===== config.mk =====
export PLATFORM = sky130hd
export DESIGN_NAME = div_unit
export DESIGN_NICKNAME = d
export VERILOG_FILES = /design/src/rtl/div_unit.sv
export SDC_FILE = /design/constraint.sdc
export NUM_CORES = 1
export LEC_CHECK = 0
export BUFFER_PORTS_ARGS = -buffer_cell sky130_fd_sc_hd__buf_2
export CORE_UTILIZATION = 52
export CTS_BUF_LIST = sky130_fd_sc_hd__clkbuf_4
export DETAILED_ROUTE_END_ITERATION = 16
export PLACE_DENSITY = 0.72
export REMOVE_ABC_BUFFERS = 1
export SETUP_SLACK_MARGIN = 0.02
export SYNTH_ARGS = -nofsm -noshare
export SYNTH_HDL_FRONTEND = slang
export SYNTH_SLANG_ARGS = --single-unit

===== constraint.sdc =====
create_clock -name clk -period 6.05 [get_ports clk]
set_input_delay 0.9075 -clock clk [delete_from_list [all_inputs] [get_ports clk]]
set_output_delay 0.9075 -clock clk [all_outputs]
set_load 0.05 [all_outputs]

===== src/rtl/div_unit.sv =====
// Iterative radix-2 restoring divider for the EX stage: signed DIV / unsigned DIVU,
// one quotient bit per cycle, {remainder, quotient} result with a ready pulse.
module div_unit #(
   parameter int unsigned WIDTH = 32
) (
   input  logic                 clk,
   input  logic                 rst,
   input  logic [1:0]           div_type_i,
   input  logic [WIDTH-1:0]     op1_i,
   input  logic [WIDTH-1:0]     op2_i,
   input  logic                 annul_i,
   input  logic                 ex_stall_i,
   output logic [2*WIDTH-1:0]   result_o,
   output logic                 ready_o,
   output logic                 stallreq_o
);

   localparam int unsigned CNT_W = $clog2(WIDTH);
   localparam logic [CNT_W-1:0] CNT_LAST = CNT_W'(WIDTH - 1);
   localparam logic [1:0] TYPE_DIV  = 2'b01;
   localparam logic [1:0] TYPE_DIVU = 2'b10;

   typedef enum logic [1:0] {
      S_IDLE  = 2'd0,
      S_DZERO = 2'd1,
      S_ON    = 2'd2,
      S_DONE  = 2'd3
   } state_t;

   state_t             r_state;
   logic               r_signed;
   logic               r_neg_q;
   logic               r_neg_r;
   logic [WIDTH-1:0]   r_op1;
   logic [WIDTH-1:0]   r_dividend;
   logic [WIDTH-1:0]   r_divisor;
   logic [WIDTH-1:0]   r_rem;
   logic [CNT_W-1:0]   r_cnt;

   logic               w_valid_type;
   logic               w_start;
   logic               w_is_div;
   logic [WIDTH-1:0]   w_abs1;
   logic [WIDTH-1:0]   w_abs2;
   logic [WIDTH:0]     w_rem_sh;
   logic [WIDTH:0]     w_sub;
   logic               w_borrow;
   logic [WIDTH-1:0]   w_rem_nx;
   logic [WIDTH-1:0]   w_quo_nx;
   logic [WIDTH-1:0]   w_rem_fix;
   logic [WIDTH-1:0]   w_quo_fix;

   assign w_valid_type = (div_type_i == TYPE_DIV) || (div_type_i == TYPE_DIVU);
   assign w_start      = (r_state == S_IDLE) && w_valid_type && !annul_i;
   assign w_is_div     = (div_type_i == TYPE_DIV);

   assign stallreq_o = w_start || (r_state == S_ON) || (r_state == S_DZERO);

   // Operand magnitudes; the most negative value maps onto itself, which is the correct unsigned magnitude.
   always_comb begin
      w_abs1 = op1_i;
      w_abs2 = op2_i;
      if (w_is_div && op1_i[WIDTH-1]) begin
         w_abs1 = -op1_i;
      end
      if (w_is_div && op2_i[WIDTH-1]) begin
         w_abs2 = -op2_i;
      end
   end

   // One restoring step: a shifted-out remainder bit means the trial subtraction cannot borrow.
   always_comb begin
      w_rem_sh  = {r_rem, r_dividend[WIDTH-1]};
      w_sub     = w_rem_sh - {1'b0, r_divisor};
      w_borrow  = !w_rem_sh[WIDTH] && w_sub[WIDTH];
      w_rem_nx  = w_borrow ? w_rem_sh[WIDTH-1:0] : w_sub[WIDTH-1:0];
      w_quo_nx  = {r_dividend[WIDTH-2:0], !w_borrow};
      w_quo_fix = (r_signed && r_neg_q) ? -w_quo_nx : w_quo_nx;
      w_rem_fix = (r_signed && r_neg_r) ? -w_rem_nx : w_rem_nx;
   end

   always_ff @(posedge clk) begin
      if (rst) begin
         r_state    <= S_IDLE;
         r_signed   <= 1'b0;
         r_neg_q    <= 1'b0;
         r_neg_r    <= 1'b0;
         r_op1      <= '0;
         r_dividend <= '0;
         r_divisor  <= '0;
         r_rem      <= '0;
         r_cnt      <= '0;
         result_o   <= '0;
         ready_o    <= 1'b0;
      end else begin
         case (r_state)
            S_IDLE: begin
               ready_o <= 1'b0;
               if (w_start) begin
                  r_signed <= w_is_div;
                  r_op1    <= op1_i;
                  if (op2_i == '0) begin
                     r_state <= S_DZERO;
                  end else begin
                     r_dividend <= w_abs1;
                     r_divisor  <= w_abs2;
                     r_neg_q    <= op1_i[WIDTH-1] ^ op2_i[WIDTH-1];
                     r_neg_r    <= op1_i[WIDTH-1];
                     r_rem      <= '0;
                     r_cnt      <= '0;
                     r_state    <= S_ON;
                  end
               end
            end

            S_ON: begin
               if (annul_i) begin
                  r_state <= S_IDLE;
               end else begin
                  r_rem      <= w_rem_nx;
                  r_dividend <= w_quo_nx;
                  r_cnt      <= r_cnt + CNT_W'(1);
                  if (r_cnt == CNT_LAST) begin
                     result_o <= {w_rem_fix, w_quo_fix};
                     ready_o  <= 1'b1;
                     r_state  <= S_DONE;
                  end
               end
            end

            S_DZERO: begin
               if (annul_i) begin
                  r_state <= S_IDLE;
               end else begin
                  result_o <= {r_op1, {WIDTH{1'b1}}};
                  ready_o  <= 1'b1;
                  r_state  <= S_DONE;
               end
            end

            S_DONE: begin
               // Held while EX is stalled so the result is consumed exactly once.
               if (annul_i || !ex_stall_i) begin
                  ready_o <= 1'b0;
                  r_state <= S_IDLE;
               end
            end

            default: begin
               ready_o <= 1'b0;
               r_state <= S_IDLE;
            end
         endcase
      end
   end

endmodule


---- After elaboration in Yosys (flattened, before gate mapping) ----
Index checks and enable logic that the tools add are counted.
storage, ports and cells
  bits in registers ....................... 203
  word-level logic and storage cells ...... 90
operators by class
  add/subtract/negate cells ............... 6
  equality and inequality tests ........... 13
  mux-type cells .......................... 33
  bitwise gates (word level) .............. 2
  reductions and logical operators ........ 25
operators by type and width
  operator                                                         number
  32-bit two-way mux                                               11
  64-bit two-way mux                                               3
  32-bit negator                                                   4
  32-bit case mux with 2 select lines                              2
  64-bit case mux with 2 select lines                              1
  33-bit by 32-bit subtractor with 33-bit output                   1
  32-bit logical NOT                                               1
  5-bit two-way mux                                                3
  2-bit two-way mux                                                6
  4-bit AND reduction                                              3
  2-bit != test, second input constant                             5
  5-bit case mux with 2 select lines                               1
  2-bit case mux with 4 select lines                               1
  1-bit logical AND                                                7
  2-bit == test, second input constant                             3
  3-bit AND reduction                                              2
  5-bit by 1-bit adder with 5-bit output, second input constant    1
  5-bit == test, second input constant                             1
  2-bit by 1-bit == test with 1-bit output, second input constant  2
  1-bit logical NOT                                                4
  1-bit logical OR                                                 4
  1-bit two-way mux                                                4
  1-bit case mux with 4 select lines                               1
  2-bit nonzero test                                               2
  6 further kinds                                                  6

---- Depth between registers and ports, before layout ----
  word-level depth ........................ 8
  depth in mapped cells ................... 23
  depth with buffers taken out ............ 21

---- Worst setup path before layout ----
No wires, ideal clock.
  path kind ............................... flip-flop to flip-flop
  from .................................... register r_dividend[31]
  to ...................................... register result_o[62]
  arrival time ............................ 4.126 ns
  data required time ...................... 5.963 ns
  path slack .............................. 1.837 ns
  cell stages (with the launch flop) ...... 21
  period minus slack after synthesis ...... 4.213 ns
  path through ............................ dfxtp_1 > inv_1 > ha_1 > inv_1 > fa_1 > nand3_1 > a211oi_2 > o21ai_1 > a21bo_2 > nand2_2 > buf_2 > buf_1 > buf_2 > mux2i_1 > ha_1 > clkbuf_1 > nand3b_1 > nor4_1 > nand4_1 > and3_1 > o31ai_1
on the way
  word-level cells in the longest chain between the ends .. 8
ends and longest elaborated chain
  what                                            line  text
  from (decl)                                     35    logic [WIDTH-1:0] r_dividend;
  from (signal assigned)                          105   r_dividend <= w_abs1;
  from (signal assigned)                          121   r_dividend <= w_quo_nx;
  33-bit by 32-bit subtractor with 33-bit output  74    w_sub = w_rem_sh - {1'b0, r_divisor};
  1-bit logical AND                               75    w_borrow = !w_rem_sh[WIDTH] && w_sub[WIDTH];
  32-bit two-way mux (*)                          76    w_rem_nx = w_borrow ? w_rem_sh[WIDTH-1:0] : w_sub[WIDTH-1:0];
  32-bit negator                                  79    w_rem_fix = (r_signed && r_neg_r) ? -w_rem_nx : w_rem_nx;
  32-bit two-way mux (*)                          79
  64-bit two-way mux (*)                          123   if (r_cnt == CNT_LAST) begin
  64-bit two-way mux (*)                          117   if (annul_i) begin
  64-bit case mux with 2 select lines (*)         96    case (r_state)
  to (signal assigned)                            124   result_o <= {w_rem_fix, w_quo_fix};
  to (signal assigned)                            135   result_o <= {r_op1, {WIDTH{1'b1}}};
  to (decl)                                       13    output logic [2*WIDTH-1:0] result_o,
Every way passes the cells marked *; elsewhere a longest branch is shown, timed or not. The select of a mux whose other input is x is not followed.
A chain may end at the register's enable or synchronous reset.

---- Worst setup path in the final report ----
  from .................................... register r_rem[26]
  to ...................................... register result_o[30]
on the way
  word-level cells in the longest chain between the ends .. 8
ends and longest elaborated chain
  what                                            line  text
  from (decl)                                     37    logic [WIDTH-1:0] r_rem;
  from (signal assigned)                          120   r_rem <= w_rem_nx;
  33-bit by 32-bit subtractor with 33-bit output  74
  1-bit logical AND                               75
  1-bit logical NOT                               77    w_quo_nx = {r_dividend[WIDTH-2:0], !w_borrow};
  32-bit negator                                  78    w_quo_fix = (r_signed && r_neg_q) ? -w_quo_nx : w_quo_nx;
  32-bit two-way mux                              78
  64-bit two-way mux                              123
  64-bit two-way mux                              117
  64-bit case mux with 2 select lines             96
Every way passes these cells. The select of a mux whose other input is x is not followed.

==> out/results.ini <==
[status]
status=finished clean

[timing]
hold_violations=0
tns_ns=0
tightest_slew_ns=1.08
grt_setup_unrepaired=no
max_freq_ghz=0.218
maxSlewHeadroom_pct=28.1
fin_skew_ns=0.0472
fin_crit_ns=4.59
setup_viol=0
min_period_over_period_pct=75.9
finalMaxSlewViolations=0

[global_route]
grt_pass1_wl_mm=59.5
grt_usage_pct=27.7
grt_max_degree=140
grt-ovfl-total=0
antenna_found_initial=1
grt_pass1_vias=11831

[run]
drv_cap=0

[placed_design]
dp_cells=2186
dpl.hpwl_mm=26.2
gp_congestion=0.930
port_buffers=135

[worst_setup_path]
rr_endpoint=result_o[30]
cp_max_fo=12
reg2reg_setup_slack_ns=1.46
startpoint=r_rem[26]
worstSetupStartpointType=flip-flop
crit_type=flip-flop to flip-flop
critical_path.endpoint=result_o[30]
slowest_delay_ns=0.52
reg2reg_depth=19
cp.arrival_ns=5.18
crit_chain=ha_1 > a21oi_1 > o21ai_0 > a2111o_1 > a21oi_4 > nand2_2 > inv_1 > buf_4 > ha_1 > inv_1 > nor3_1 > nand2_1 > nand2_1 > o21ai_0 > o21bai_1 > nor2_1 > o21ai_0 > xnor2_1 > a211oi_1
end_kind=flip-flop
slowest_stage=a2111o_1
cpMostUsedCell=o21ai_0
reg2reg_from=r_rem[26]
critPathRequiredTime_ns=6.64

[route]
drc_errors=0
via_count=13123
via_per_inst=5.79
wirelength_mm=36.4
drt_iter0_drc=1089
drtPass1Iterations=10
postRouteAntennaNets=0
post_drt_wl_per_cell_um=16.0

[cells_and_area]
multi_input_area_mm2=0.00849
finalNetCount=2023
fill_cells=2439
syn_to_final_growth_pct=10.2
regArea_mm2=0.00406
final_cell_count_no_fill=2268
drive_above_1_share_pct=13.3
final_util_pct=58.3

[synth]
synth-edff-count=0
syn_avg_cell_area_um2=7.23
synth_seq_area_share_pct=30.7
ys.flop_type=dfxtp_1
ys_types=77
synth_xor_area_share_pct=8.47
async_flop_share_pct=0
synthCells=1829
synth.area.mux_share_pct=1.68
synth_compound_area_share_pct=25.2
synth_top_family_by_area=compound AO/OA/AOI/OAI gates
synth_warnings=0
synth-seq-cells=203
synthAdderAreaFrac_pct=4.22
syn_area_mm2=0.0132
yosys.area_share.simple_pct=24.3

[pwr]
swShare_pct=46.3
clkPwrFrac_pct=20.2
ir_drop_mv=0.243
seqPwrFrac_pct=30.9
intPower_mw=2.91
power_leakage_nw=5.69
p_switching_mw=2.51
power_density_mw_per_mm2=371
combPwrFrac_pct=48.9

[clock_network]
clkTransAtPathRegs_ns=0.07
clockBufferDepth=3
post_cts_buffers=0
cts_htree_levels=2
hold_buffers=0
clk_latency_ns=0.69
numCtsBuffers=51
cts-root-buf=clkbuf_4
tritoncts=done
clkSinkCount=203
cts_resized=0

[floorplanning]
core_mm2=0.0250
die_h_um=162
die_width_um=162
start_util_pct=52.8
fp.dieArea_mm2=0.0261
fp-row-count=58
pin_count=136

[worst_hold_path]
hp-class=flip-flop to flip-flop

critical path, delay by kind of cell (launching register included):
family	cells	cell delay [ns]
xor+xnor	1	0.16
simple gates	5	0.99
buf+inv	3	0.35
flops	1	0.42
compound gates	8	2.03
fa+ha+maj	2	0.54
synthesized netlist by cell type, types with 14 or more instances:
master	count	share of area (%)
nand2_1	294	8.3
a21oi_1	204	7.7
dfxtp_1	203	31
nor2_1	195	5.5
o21ai_0	106	4.0
clkbuf_1	93	2.6
xnor2_1	81	5.4
a211oi_1	72	4.1
inv_1	60	1.7
xor2_1	47	3.1
nor3_1	44	1.7
ha_1	43	4.1
nand3_1	32	1.2
a31oi_1	20	0.95
and3_1	20	0.95
buf_2	20	0.76
mux2i_1	20	1.5
nor4_1	17	0.80
or3_1	17	0.80
a21o_1	15	0.85
and2_1	15	0.71
o31ai_1	15	0.85
o211ai_1	14	0.79
kinds of logic (layout without fill, tap and decap cells):
group           Yosys count  after routing
other cells               0              1
simple gates            711            711
buf+inv                 184            292
compound gates          537            537
xor+xnor                128            128
fa+ha+maj                44             44
mux                      22             22
flops                   203            203
worst min-delay path by stage:
stage / startpoint / end / slack (ns) / cells past startpoint
after floorplan: r_op1[16] / r_op1[16] / 0.43 / 2
after global placement: r_op1[25] / r_op1[25] / 0.44 / 2
after detailed placement: r_op1[16] / r_op1[16] / 0.45 / 2
after CTS: op1_i[29] / r_op1[29] / 0.46 / 3
after global routing: r_cnt[4] / r_cnt[4] / 0.47 / 2
final: r_op1[15] / r_op1[15] / 0.45 / 2
metrics by stage:
step / hold WS, ns / total power [mW] / instance area, um^2 / worst slack [ns]
after CTS: 0.455 / 5.42 / 14600 / 1.49
final: 0.453 / 5.42 / 14600 / 1.46
after global placement: 0.440 / 4.28 / 14000 / 1.62
after detailed placement: 0.446 / 4.31 / 14000 / 1.53
after floorplan: 0.425 / 3.62 / 12700 / -1.77
after global routing: 0.474 / 5.81 / 14600 / 1.15
cell usage in the layout, fill, tap and decap left out, types with 4 or more instances in the layout:
master      n
nand2_1   294
dfxtp_1   203
a21oi_1   202
nor2_1    193
buf_2     134
o21ai_0   106
xnor2_1    81
a211oi_1   72
clkbuf_4   70
inv_1      60
xor2_1     47
nor3_1     44
ha_1       41
nand3_1    32
and3_1     20
a31oi_1    20
mux2i_1    20
nor4_1     17
or3_1      17
a21o_1     15
and2_1     15
o31ai_1    15
buf_4      15
o211ai_1   14
nand3b_1   13
nand4_1    11
a22oi_1    10
nand2b_1    9
o22ai_1     9
o21a_1      8
clkinv_1    8
o41ai_1     7
and4_1      6
nor2b_1     6
nor3b_1     6
or4_1       5
o21bai_1    5
a311oi_1    5
or2_2       5
o211a_1     4
routing by layer:
layer	global-route usage, %	share of wire [%]	vias to the layer above
met5	0	0	-
met4	11.1	3.1	0
met3	3.98	6.9	81
met2	43.2	44	472
met1	38.3	46	5951
li1	-	-	6619
cell type report:
| class | count | share of cell area (%) |
|---|---|---|
| Tap cell | 330 | 2.83 |
| Sequential cell | 203 | 27.9 |
| Clock buffer | 70 | 3.60 |
| Clock inverter | 11 | 0.352 |
| Inverter | 60 | 1.54 |
| Antenna cell | 1 | 0.0172 |
| Multi-Input combinational cell | 1442 | 58.2 |
| Timing Repair Buffer | 151 | 5.59 |
sequential cells by signal, indices dropped and copies added (netlist names):
signal / cells
result_o: 64
r_dividend: 32
r_divisor: 32
r_op1: 32
r_rem: 32
r_cnt: 5
r_state: 2
r_neg_q: 1
r_neg_r: 1
r_signed: 1
ready_o: 1
power by group through the flow:
| stage | Combinational [mW] | Sequential, mW | Clock [mW] |
|---|---|---|---|
| 2_1_floorplan | 1.71 | 1.91 | 0 |
| 3_3_place_gp | 2.59 | 1.69 | 0 |
| 3_5_place_dp | 2.61 | 1.70 | 0 |
| 4_1_cts | 2.62 | 1.67 | 1.12 |
| 5_1_grt | 2.92 | 1.70 | 1.19 |
| 6_report | 2.65 | 1.67 | 1.09 |
Power figures use the tool's default switching activity.
